### src/rtl/fifo_pkg.sv
// rtl/fifo_pkg.sv - shared defaults and depth helper for the synchronous FIFO
package fifo_pkg;

  localparam int FIFO_DATA_W_DEF    = 9;
  localparam int FIFO_ADDR_W_DEF    = 4;
  localparam int FIFO_AF_THRESH_DEF = 12;
  localparam int FIFO_AE_THRESH_DEF = 2;

  function automatic int fifo_depth(input int addr_w);
    return 1 << addr_w;
  endfunction

endpackage

### src/rtl/fifo_ram_dp.sv
// rtl/fifo_ram_dp.sv - simple dual-port RAM, synchronous write, registered read
module fifo_ram_dp
  import fifo_pkg::*;
#(
  parameter int DATA_W = FIFO_DATA_W_DEF,
  parameter int ADDR_W = FIFO_ADDR_W_DEF
) (
  input  logic              clk,
  input  logic              reset_b,
  input  logic              wr_en,
  input  logic [ADDR_W-1:0] wr_addr,
  input  logic [DATA_W-1:0] wr_data,
  input  logic              rd_en,
  input  logic [ADDR_W-1:0] rd_addr,
  output logic [DATA_W-1:0] rd_data
);

  localparam int DEPTH = fifo_depth(ADDR_W);

  logic [DATA_W-1:0] mem_q [DEPTH];
  logic [DATA_W-1:0] rd_data_d;
  logic [DATA_W-1:0] rd_data_q;

  // Array itself is never reset; only the output register is.
  always_ff @(posedge clk) begin
    if (wr_en) begin
      mem_q[wr_addr] <= wr_data;
    end
  end

  always_comb begin
    rd_data_d = rd_data_q;
    if (rd_en) begin
      rd_data_d = mem_q[rd_addr];
    end
  end

  always_ff @(posedge clk or negedge reset_b) begin
    if (!reset_b) begin
      rd_data_q <= '0;
    end else begin
      rd_data_q <= rd_data_d;
    end
  end

  assign rd_data = rd_data_q;

endmodule

### src/rtl/sync_fifo_param.sv
// rtl/sync_fifo_param.sv - parameterised synchronous FIFO: pointers, occupancy and flags
module sync_fifo_param
  import fifo_pkg::*;
#(
  parameter int DATA_W    = FIFO_DATA_W_DEF,
  parameter int ADDR_W    = FIFO_ADDR_W_DEF,
  parameter int AF_THRESH = FIFO_AF_THRESH_DEF,
  parameter int AE_THRESH = FIFO_AE_THRESH_DEF
) (
  input  logic              clk,
  input  logic              reset_b,
  input  logic              flush,
  input  logic              wr_en,
  input  logic [DATA_W-1:0] wr_data,
  input  logic              rd_en,
  output logic [DATA_W-1:0] rd_data,
  output logic              rd_valid,
  output logic [ADDR_W:0]   count,
  output logic              full,
  output logic              empty,
  output logic              almost_full,
  output logic              almost_empty,
  output logic              overflow,
  output logic              underflow
);

  localparam int CNT_W = ADDR_W + 1;
  localparam logic [ADDR_W:0] AF_LVL = CNT_W'(AF_THRESH);
  localparam logic [ADDR_W:0] AE_LVL = CNT_W'(AE_THRESH);

  logic [ADDR_W:0] wr_ptr_d, wr_ptr_q;
  logic [ADDR_W:0] rd_ptr_d, rd_ptr_q;
  logic [ADDR_W:0] count_d, count_q;
  logic            full_d, full_q;
  logic            empty_d, empty_q;
  logic            af_d, af_q;
  logic            ae_d, ae_q;
  logic            ovf_d, ovf_q;
  logic            udf_d, udf_q;
  logic            rd_valid_d, rd_valid_q;
  logic            wr_accept;
  logic            rd_accept;

  // Acceptance looks only at registered flags, so a full FIFO never takes a
  // write on the strength of a same-cycle read, and an empty one never falls through.
  assign wr_accept = wr_en && !full_q && !flush;
  assign rd_accept = rd_en && !empty_q && !flush;

  always_comb begin
    wr_ptr_d   = wr_ptr_q;
    rd_ptr_d   = rd_ptr_q;
    ovf_d      = ovf_q;
    udf_d      = udf_q;
    rd_valid_d = 1'b0;
    if (flush) begin
      wr_ptr_d = '0;
      rd_ptr_d = '0;
      ovf_d    = 1'b0;
      udf_d    = 1'b0;
    end else begin
      wr_ptr_d   = wr_ptr_q + {{ADDR_W{1'b0}}, wr_accept};
      rd_ptr_d   = rd_ptr_q + {{ADDR_W{1'b0}}, rd_accept};
      ovf_d      = ovf_q || (wr_en && full_q);
      udf_d      = udf_q || (rd_en && empty_q);
      rd_valid_d = rd_accept;
    end
  end

  // Status is derived from the next pointers so every flag comes straight off a flop.
  always_comb begin
    count_d = wr_ptr_d - rd_ptr_d;
    empty_d = (wr_ptr_d == rd_ptr_d);
    full_d  = (wr_ptr_d[ADDR_W] != rd_ptr_d[ADDR_W]) &&
              (wr_ptr_d[ADDR_W-1:0] == rd_ptr_d[ADDR_W-1:0]);
    af_d    = (count_d >= AF_LVL);
    ae_d    = (count_d <= AE_LVL);
  end

  always_ff @(posedge clk or negedge reset_b) begin
    if (!reset_b) begin
      wr_ptr_q   <= '0;
      rd_ptr_q   <= '0;
      count_q    <= '0;
      full_q     <= 1'b0;
      empty_q    <= 1'b1;
      af_q       <= 1'b0;
      ae_q       <= 1'b1;
      ovf_q      <= 1'b0;
      udf_q      <= 1'b0;
      rd_valid_q <= 1'b0;
    end else begin
      wr_ptr_q   <= wr_ptr_d;
      rd_ptr_q   <= rd_ptr_d;
      count_q    <= count_d;
      full_q     <= full_d;
      empty_q    <= empty_d;
      af_q       <= af_d;
      ae_q       <= ae_d;
      ovf_q      <= ovf_d;
      udf_q      <= udf_d;
      rd_valid_q <= rd_valid_d;
    end
  end

  fifo_ram_dp #(
    .DATA_W (DATA_W),
    .ADDR_W (ADDR_W)
  ) u_ram (
    .clk     (clk),
    .reset_b (reset_b),
    .wr_en   (wr_accept),
    .wr_addr (wr_ptr_q[ADDR_W-1:0]),
    .wr_data (wr_data),
    .rd_en   (rd_accept),
    .rd_addr (rd_ptr_q[ADDR_W-1:0]),
    .rd_data (rd_data)
  );

  assign rd_valid     = rd_valid_q;
  assign count        = count_q;
  assign full         = full_q;
  assign empty        = empty_q;
  assign almost_full  = af_q;
  assign almost_empty = ae_q;
  assign overflow     = ovf_q;
  assign underflow    = udf_q;

endmodule

### config.mk
export PLATFORM = sky130hd
export DESIGN_NAME = sync_fifo_param
export DESIGN_NICKNAME = d
export VERILOG_FILES = /design/src/rtl/fifo_pkg.sv /design/src/rtl/fifo_ram_dp.sv /design/src/rtl/sync_fifo_param.sv
export SDC_FILE = /design/constraint.sdc
export NUM_CORES = 1
export LEC_CHECK = 0
export ABC_AREA = 1
export CAP_MARGIN = 20
export CORE_ASPECT_RATIO = 0.7
export CORE_MARGIN = 1
export CORE_UTILIZATION = 40
export CTS_BUF_LIST = sky130_fd_sc_hd__clkbuf_8
export DETAILED_ROUTE_END_ITERATION = 6
export GPL_ROUTABILITY_DRIVEN = 0
export GPL_TIMING_DRIVEN = 0
export HOLD_SLACK_MARGIN = 0.15
export PLACE_DENSITY = 0.61
export REMOVE_ABC_BUFFERS = 1
export SLEW_MARGIN = 30
export SYNTH_ARGS = -nofsm -noshare
export SYNTH_HDL_FRONTEND = slang
export SYNTH_SLANG_ARGS = --single-unit
### constraint.sdc
create_clock -name clk -period 5.85 [get_ports clk]
set_input_delay 1.17 -clock clk [delete_from_list [all_inputs] [get_ports clk]]
set_output_delay 1.17 -clock clk [all_outputs]
set_load 0.01 [all_outputs]
==> results.md, run 1 <==
- Status: completed
- Number of port buffers: 34
- Hold_sp: u_ram.rd_data[0]$_DFFE_PN0P_
- 1st-pass router iterations: 5
- Warnings from Yosys: 0
- Synth Instances: 638
- Setup bufs post-CTS: 0
- Layout cells sized above 1: 9.43%
- Hold endpoint: u_ram.rd_data[0]$_DFFE_PN0P_
- Fin crit share: 69.1%
- CTS sink count: 175
- Worst setup margin: 1.81 ns
- Setup total negative slack: 0 ns
- DP Worst Slack: 1.10 ns
- RSZ-0062 raised after global routing: false
- Setup Skew: 0.0146 ns
- Max_slew headroom: 29.9%
- Die Width: 163 µm
- DRT antenna net count: 0
- RR Startpoint: empty$_DFF_PN1_
- Vias in the first global route: 4420
- Pwr dens: 313 mW/mm²
- Root buffer cell: clkbuf_8
- Initial DRC Count: 571
- Req. time, crit path: 6.25 ns
- Initial Utilization: 41.5%
- Sequential cell area: 0.00511 mm²
- Reg2Reg Setup Slack: 2.99 ns
- Vias/cell: 5.11
- Via count: 4649
- Worst-path clk slew: 0.10 ns
- # rows: 40
- Die height: 114 µm
- #FFs+latches synth: 175
- Dpl hpwl: 10.7 mm
- Crit path max fanout: 12
- Fin. Hold Viols: 0
- R2R Path End: almost_empty$_DFF_PN1_
- # setup viols final: 0
- Clock buffer count from CTS: 17
- CTS tree: yes
- Final Net Count: 689
- Critical Path Sink Type: flip-flop
- Synth Cell Area: 0.00722 mm²
- # diodes: 0
- Worst setup SP type: input port
- DRT Wirelength: 16.4 mm
- Initial antenna violation count: 0
- Pin count of the biggest net entering global routing: 73
- Crit Path Class: input port to flip-flop
- Min cycle time layout: 4.04 ns
- Post-CTS resize count: 0
- HP Class: flip-flop to flip-flop
- Layout area overhead: 12.9%
- Asr flop ratio synth: 17.7%
- Fmax achieved: 247 MHz
- DRC violations left: 0
- Primary FF master, synth: edfxtp_1
- Area of the multi-input gates: 0.00188 mm²
- GRT Util Overall: 18.8%
- Synth top area share: 59.9%
- Global-route wire length before repair: 25.2 mm
- Syn_area_per_cell: 11.3 µm²
- CTS Hold Buffers Added: 0
- Maximum buffer depth of the clock tree: 2
- Grt ovf: 0
- Clk Latency, worst-skew pair: 0.45 ns
- Reg2reg path depth: 13
- H-Tree Depth: 4
- Peak supply drop: 164 µV
- Fin. max-slew vios: 0
- Die area: 0.0186 mm²
- # IOs: 35
- Hold Crit Depth: 2
- Fillers: 1570
- Worst slew pin tran: 1.05 ns
- Arr. time, crit path: 4.44 ns
- Post-synth top area cell: edfxtp_1
- Core area: 0.0174 mm²
- Leakage: 3.13 nW
- Synth area leaders: edfxtp_1, nand2_1, dfrtp_1, nand3_1, a21oi_1
- Max-cap violations: 0
- Number of synthesized flops with an enable pin: 144
- Wire per inst: 18.0 µm
- Sequential fraction of the synthesis area: 70.7%
- Synth unique cells: 26
-- layout by cell type (no fill, tap or decap), drive strengths merged, types with 2 or more instances in the layout --
| cell type | netlist | layout |
|---|---|---|
| bufinv | 0 | 2 |
| clkinv | 1 | 5 |
| clkinvlp | 0 | 2 |
| a21oi | 26 | 26 |
| nand4 | 3 | 3 |
| buf | 26 | 2 |
| ha | 8 | 8 |
| nand2 | 243 | 243 |
| dfstp | 2 | 2 |
| edfxtp | 144 | 144 |
| o21ai | 4 | 4 |
| clkbuf | 0 | 18 |
| nand3 | 93 | 93 |
| dfrtp | 29 | 29 |
| nor2 | 29 | 29 |
| inv | 25 | 31 |
| clkdlybuf4s50 | 0 | 33 |
-- routing by layer --
metal | global-route usage (%) | wire, µm
met1 | 28.5 | 7920
met3 | 2.90 | 929
met5 | 0 | 0
met4 | 7.35 | 333
met2 | 27.2 | 7250
-- registers in the layout, summed over array words and instances, names as in the netlist --
register,cells
overflow,1
almost_full,1
rd_ptr_q,5
almost_empty,1
full,1
rd_valid,1
count,5
u_ram.rd_data,9
wr_ptr_q,5
empty,1
underflow,1
u_ram.mem_q,144
-- power by group --
group	switching [mW]	internal, mW
Combinational	0.139	0.111
Sequential	0.0300	1.40
Clock	0.472	0.408
-- stage by stage --
step                      cell area (µm²)  hold WS, ns  utilization [%]  power [mW]  std cells
final                                8150        0.489             46.8        2.55        910
after global placement               7680        0.470             44.1        1.70        877
after global routing                 8150        0.526             46.8        2.65        910
after floorplan                      7050        0.516                -        1.56        612
after CTS                            8120        0.497             46.6        2.57        910
after detailed placement             7700        0.473             44.2        1.70        878
-- worst max path at each step --
stage	to	slack [ns]	cells after the start	start
2_1_floorplan	almost_empty$_DFF_PN1_	2.40	15	flush
3_3_place_gp	almost_empty$_DFF_PN1_	1.16	16	flush
3_5_place_dp	almost_full$_DFF_PN0_	1.10	15	flush
4_1_cts	almost_full$_DFF_PN0_	1.60	15	flush
5_1_grt	almost_full$_DFF_PN0_	1.55	15	flush
6_report	almost_empty$_DFF_PN1_	1.81	16	flush
-- worst max-delay path, cell delays in order --
cell             delay (ns)
clkdlybuf4s50_1        0.53
inv_2                  0.24
nand2_1                0.09
nor2_2                 0.48
ha_1                   0.31
ha_1                   0.22
nor2_1                 0.05
nor2_1                 0.14
inv_1                  0.08
ha_1                   0.37
nand2_1                0.07
o21ai_0                0.19
xor2_1                 0.28
inv_1                  0.07
nand2_1                0.10
nor2_2                 0.05
-- cell type report --
cell class | count | share of cell area (%)
multi-input combinational | 411 | 23.1
clock inverter | 14 | 2.13
inverter | 26 | 1.23
timing repair buffer | 35 | 4.36
tap | 231 | 3.55
clock buffer | 18 | 3.04
sequential | 175 | 62.6
-- kinds of logic after synthesis --
logic type	Yosys count	share of synthesized area (%)
AOI/OAI and AO/OA	30	2.08
DFF	175	70.7
buffers and inverters	52	3.74
and+or+nand+nor	370	21.6
adders and majority gates	9	1.66
xor gates and xnor gates	2	0.243
-- synth_stat cells, types with 2 or more instances --
cell type and number:
buf_2 13, nor2_1 25, buf_4 12, inv_1 20
nor2_2 3, nand3_1 91, inv_2 4, edfxtp_1 144
a21oi_1 26, dfrtp_1 29, nand4_1 3, nand2_1 242
o21ai_0 4, ha_1 8, nand3_2 2, dfstp_2 2
Power figures use the tool's default switching activity.
==> inputs of run 2 (changes only) <==
==> constraint.sdc (replaced) <==
create_clock -name clk -period 3.85 [get_ports clk]
set_input_delay 0.77 -clock clk [delete_from_list [all_inputs] [get_ports clk]]
set_output_delay 0.77 -clock clk [all_outputs]
set_load 0.01 [all_outputs]
==> results.md, run 2 (synthesized netlist as in run 1, its figures left out) <==
- CTS sink count: 175
- Max FFs per register: 144
- Grt ovf: 0
- Initial DRC Count: 583
- Fin crit share: 89.7%
- Dpl cells: 878
- Worst-path clk slew: 0.10 ns
- Die area: 0.0186 mm²
- Largest delay share family, worst path: buffers and inverters
- 1st-pass router iterations: 5
- Peak supply drop: 247 µV
- # rows: 40
- Fin. Hold Viols: 0
- Worst setup SP type: input port
- Fin. max-slew vios: 0
- Initial antenna violation count: 0
- Dpl hpwl: 10.7 mm
- Max-cap violations: 0
- H-Tree Depth: 4
- Die height: 114 µm
- Leakage: 3.13 nW
- Buf/Inv on CP: 4
- R2R Path End: almost_empty$_DFF_PN1_
- Most common cell after layout, fill and taps aside: nand2_1
- DRT antenna net count: 0
- CTS tree: yes
- GRT met2 Usage: 27.2%
- Fillers: 1570
- Crit path max fanout: 12
- Fin util: 46.8%
- CP cell instances: clkdlybuf4s50_1, inv_2, nand2_1, nor2_4, ha_1, ha_1, nor2_1, nor2_1, inv_1, ha_1, nand2_1, o21ai_0, xor2_1, inv_1, nand2_1, nor2_2
- GRT Util Overall: 18.9%
- Via count: 4645
- Wire per inst: 18.1 µm
- HP Class: input port to asynchronous set/reset pin
- Critical Path Sink Type: flip-flop
- Global-route wire length before repair: 25.2 mm
- RR Startpoint: full$_DFF_PN0_
- Number of port buffers: 34
- Req. time, crit path: 4.25 ns
- Root buffer cell: clkbuf_8
- Largest register by flop count: u_ram.mem_q
- Worst slew pin tran: 1.05 ns
- Setup Skew: 0.0150 ns
- CP max stage delay: 0.53 ns
- Non-filler cells, final: 910
- Clk Latency, worst-skew pair: 0.45 ns
- DRC violations left: 0
- Vias in the first global route: 4426
- GRT Max-Usage Layer: met1
- # IOs: 35
- Pwr dens: 476 mW/mm²
- Status: completed
- Arr. time, crit path: 3.85 ns
- # setup viols final: 0
- Die Width: 163 µm
- Pin count of the biggest net entering global routing: 73
- Maximum buffer depth of the clock tree: 2
- Final Net Count: 689
- Initial Utilization: 41.5%
- RSZ-0062 raised after global routing: false
- Fmax achieved: 289 MHz
- Critical Path Start: flush
- Most frequent cells in the layout: nand2_1, edfxtp_1, nand3_1
- DRT Wirelength: 16.5 mm
- Met3 usage: 2.90%
- Vias/cell: 5.10
- Layout area overhead: 13.0%
- Min cycle time layout: 3.45 ns
- Layout cells sized above 1: 9.43%
- Clock buffer count from CTS: 17
- Setup bufs post-CTS: 0
- Slowest stage cell on the critical path: clkdlybuf4s50_1
- Met1 GRT Util: 28.5%
- # diodes: 0
- Reg2Reg Setup Slack: 1.10 ns
- Core area: 0.0174 mm²
- Max_slew headroom: 29.9%
- Crit Path Class: input port to flip-flop
- Reg2reg path depth: 12
## run 2: cell counts in the layout (fill, tap and decap cells not counted)
No cell type changed its count.
## run 2: repair_timing
action / CTS / global route
gates resized for setup: 1 / 1
hold buffers: 0 / 0
pin swaps: 0 / 0
endpoints found under the setup margin: 1 / 2
## run 2: through the flow
| stage | instance area, µm² | total power, mW | hold WS (ns) | TNS, ns | setup slack, ns |
|---|---|---|---|---|---|
| after floorplan | 7050 | 2.36 | 0.474 | 0 | 0.712 |
| after global placement | 7680 | 2.58 | 0.470 | -1.78 | -0.441 |
| after detailed placement | 7700 | 2.59 | 0.473 | -2.36 | -0.497 |
| after CTS | 8130 | 3.91 | 0.359 | 0 | 0.268 |
| after global routing | 8160 | 4.03 | 0.403 | 0 | 0.142 |
| final | 8160 | 3.88 | 0.353 | 0 | 0.395 |
## run 2: worst max-delay path by stage
stage,slack (ns),to,cells after the start
detailed placement,-0.50,almost_full$_DFF_PN0_,15
global route,0.14,almost_full$_DFF_PN0_,15
CTS,0.27,almost_full$_DFF_PN0_,15
finish,0.40,almost_empty$_DFF_PN1_,16
global placement,-0.44,almost_empty$_DFF_PN1_,16
floorplan,0.71,almost_empty$_DFF_PN1_,12
## run 2: area by class of cell
cell class              count  area, µm²  share of cell area (%)
repair buffers             35        355                    4.36
well taps                 231        289                    3.54
clock inverters            14        174                    2.13
multi-input cells         411       1880                    23.1
flip-flops and latches    175       5110                    62.6
inverters                  26        100                    1.23
clock buffers              18        248                    3.04
## run 2: per-layer routing
metal | wire (µm) | up-vias
li1 | - | 2224
met1 | 8070 | 2256
met2 | 7220 | 142
met3 | 893 | 23
met4 | 318 | 0
met5 | 0 | -
## run 2: report_power, final
group / internal (mW) / switching, mW
Sequential: 2.12 / 0.0461
Clock: 0.619 / 0.717
Combinational: 0.168 / 0.212
Total: 2.91 / 0.975
==> inputs of run 3 (changes only) <==
--- a/config.mk
+++ b/config.mk
@@ -7,6 +7,8 @@
 export LEC_CHECK = 0
 export ABC_AREA = 1
 export CAP_MARGIN = 20
+export CELL_PAD_IN_SITES_DETAIL_PLACEMENT = 1
+export CELL_PAD_IN_SITES_GLOBAL_PLACEMENT = 2
 export CORE_ASPECT_RATIO = 0.7
 export CORE_MARGIN = 1
 export CORE_UTILIZATION = 40
@@ -15,8 +17,7 @@
 export GPL_ROUTABILITY_DRIVEN = 0
 export GPL_TIMING_DRIVEN = 0
 export HOLD_SLACK_MARGIN = 0.15
-export PLACE_DENSITY = 0.61
-export REMOVE_ABC_BUFFERS = 1
+export PLACE_DENSITY = 0.82
 export SLEW_MARGIN = 30
 export SYNTH_ARGS = -nofsm -noshare
 export SYNTH_HDL_FRONTEND = slang
==> results.md, run 3 (synthesized netlist as in run 1, its figures left out) <==
- Req. time, crit path: 4.27 ns
- 1st-pass router iterations: 5
- Buf/Inv on CP: 5
- DRC violations left: 0
- Fin. Hold Viols: 0
- Arr. time, crit path: 3.93 ns
- RSZ-0062 raised after global routing: false
- Via count: 4910
- Vias in the first global route: 4959
- # setup viols final: 0
- Maximum buffer depth of the clock tree: 2
- Global-route wire length before repair: 31.1 mm
- Critical Path Sink Type: flip-flop
- Pwr dens: 482 mW/mm²
- Largest register by flop count: u_ram.mem_q
- Initial Utilization: 41.5%
- H-Tree Depth: 4
- # diodes: 0
- Leakage: 3.26 nW
- Die Width: 163 µm
- Crit Path Class: input port to flip-flop
- Max-cap violations: 0
- Vias/cell: 5.25
- Post-CTS resize count: 0
- Most frequent cells in the layout: nand2_1, edfxtp_1, nand3_1
- Dpl cells: 903
- Non-filler cells, final: 935
- HP Class: input port to asynchronous set/reset pin
- Root buffer cell: clkbuf_8
- Setup total negative slack: 0 ns
- Worst slew pin tran: 0.975 ns
- Initial antenna violation count: 0
- Syn_nets: 661
- Core area: 0.0174 mm²
- Slowest stage cell on the critical path: clkdlybuf4s50_1
- Worst-path clk slew: 0.10 ns
- Wire per inst: 22.1 µm
- CP cell instances: clkdlybuf4s50_1, inv_2, buf_4, nand2_1, nor2_1, buf_4, ha_1, ha_1, nor2_1, nor2_1, inv_1, ha_1, nand2_1, o21ai_0, xor2_1, nand2_1, nand3_1
- Setup bufs post-CTS: 0
- Max FFs per register: 144
- Die height: 114 µm
- Clk Latency, worst-skew pair: 0.48 ns
- DRT antenna net count: 0
- Status: completed
- Number of port buffers: 34
- Worst setup SP type: input port
- Fmax achieved: 285 MHz
- Peak supply drop: 311 µV
- CP max stage delay: 0.52 ns
- Dpl hpwl: 14.7 mm
- GRT Util Overall: 23.9%
- Grt ovf: 0
- # rows: 40
- DRT Wirelength: 20.7 mm
- Layout cells sized above 1: 11.6%
- Die area: 0.0186 mm²
- Fin. max-slew vios: 0
- CTS Hold Buffers Added: 0
- CTS tree: yes
- Setup Skew: 0.0214 ns
- Most common cell after layout, fill and taps aside: nand2_1
- Fin util: 47.6%
- # IOs: 35
- Initial DRC Count: 532
- Clock buffer count from CTS: 17
- Max_slew headroom: 34.8%
- Fin crit share: 91.2%
- Min cycle time layout: 3.51 ns
- Pin count of the biggest net entering global routing: 32
- Largest delay share family, worst path: buffers and inverters
- Final Net Count: 714
- Layout area overhead: 14.9%
- Crit path max fanout: 11
- CTS sink count: 175
## run 3: changes by cell type in the layout (fill, tap and decap cells not counted), moves of 2 or more
| cell | before | now |
|---|---|---|
| buf_4 | 0 | 12 |
| nor2_1 | 12 | 17 |
| buf_2 | 1 | 15 |
| dfrtp_1 | 27 | 29 |
| nor2_2 | 15 | 11 |
| inv_6 | 3 | 5 |
## run 3: stage by stage
stage                     hold WS (ns)  setup WS [ns]  power [mW]  area, µm²
after floorplan                  0.474          0.978        2.37       7220
after global placement           0.469        -0.0364        2.62       7850
after detailed placement         0.473         -0.170        2.63       7850
after CTS                        0.338          0.326        4.01       8280
after global routing             0.367         0.0313        4.13       8290
final                            0.336          0.339        4.00       8290
## run 3: final timing paths
check,from,end,slack [ns],depth (start not counted)
setup / recovery,flush,almost_full$_DFF_PN0_,0.34,17
min in group clk,u_ram.rd_data[1]$_DFFE_PN0P_,u_ram.rd_data[1]$_DFFE_PN0P_,0.49,2
hold / removal,reset_b,u_ram.rd_data[0]$_DFFE_PN0P_,0.34,1
hold reg to reg,u_ram.rd_data[1]$_DFFE_PN0P_,u_ram.rd_data[1]$_DFFE_PN0P_,0.49,2
setup reg to reg,empty$_DFF_PN1_,almost_full$_DFF_PN0_,1.01,14
max in group asynchronous,reset_b,count[2]$_DFF_PN0_,3.02,1
## run 3: power by group
group          switching (mW)  leakage (nW)  internal (mW)  total, mW
Clock                   0.740         0.221          0.668       1.41
Sequential             0.0348          1.71           2.12       2.15
Combinational           0.260          1.33          0.176      0.436
## run 3: final cells by class
cell class	count	area, µm²
buffer	26	170
clock buffer	17	234
clock inverter	15	199
fill	1871	9130
inverter	26	100
multi-input combinational	411	1870
sequential	175	5100
tap	231	289
timing repair buffer	34	330
## run 3: metal layers
layer | GRT usage (%) | up-vias | wire, µm
met2 | 34.4 | 162 | 8910
met3 | 5.47 | 22 | 1550
li1 | - | 2276 | -
met1 | 35.6 | 2450 | 9930
met5 | 0 | - | 0
met4 | 7.98 | 0 | 284
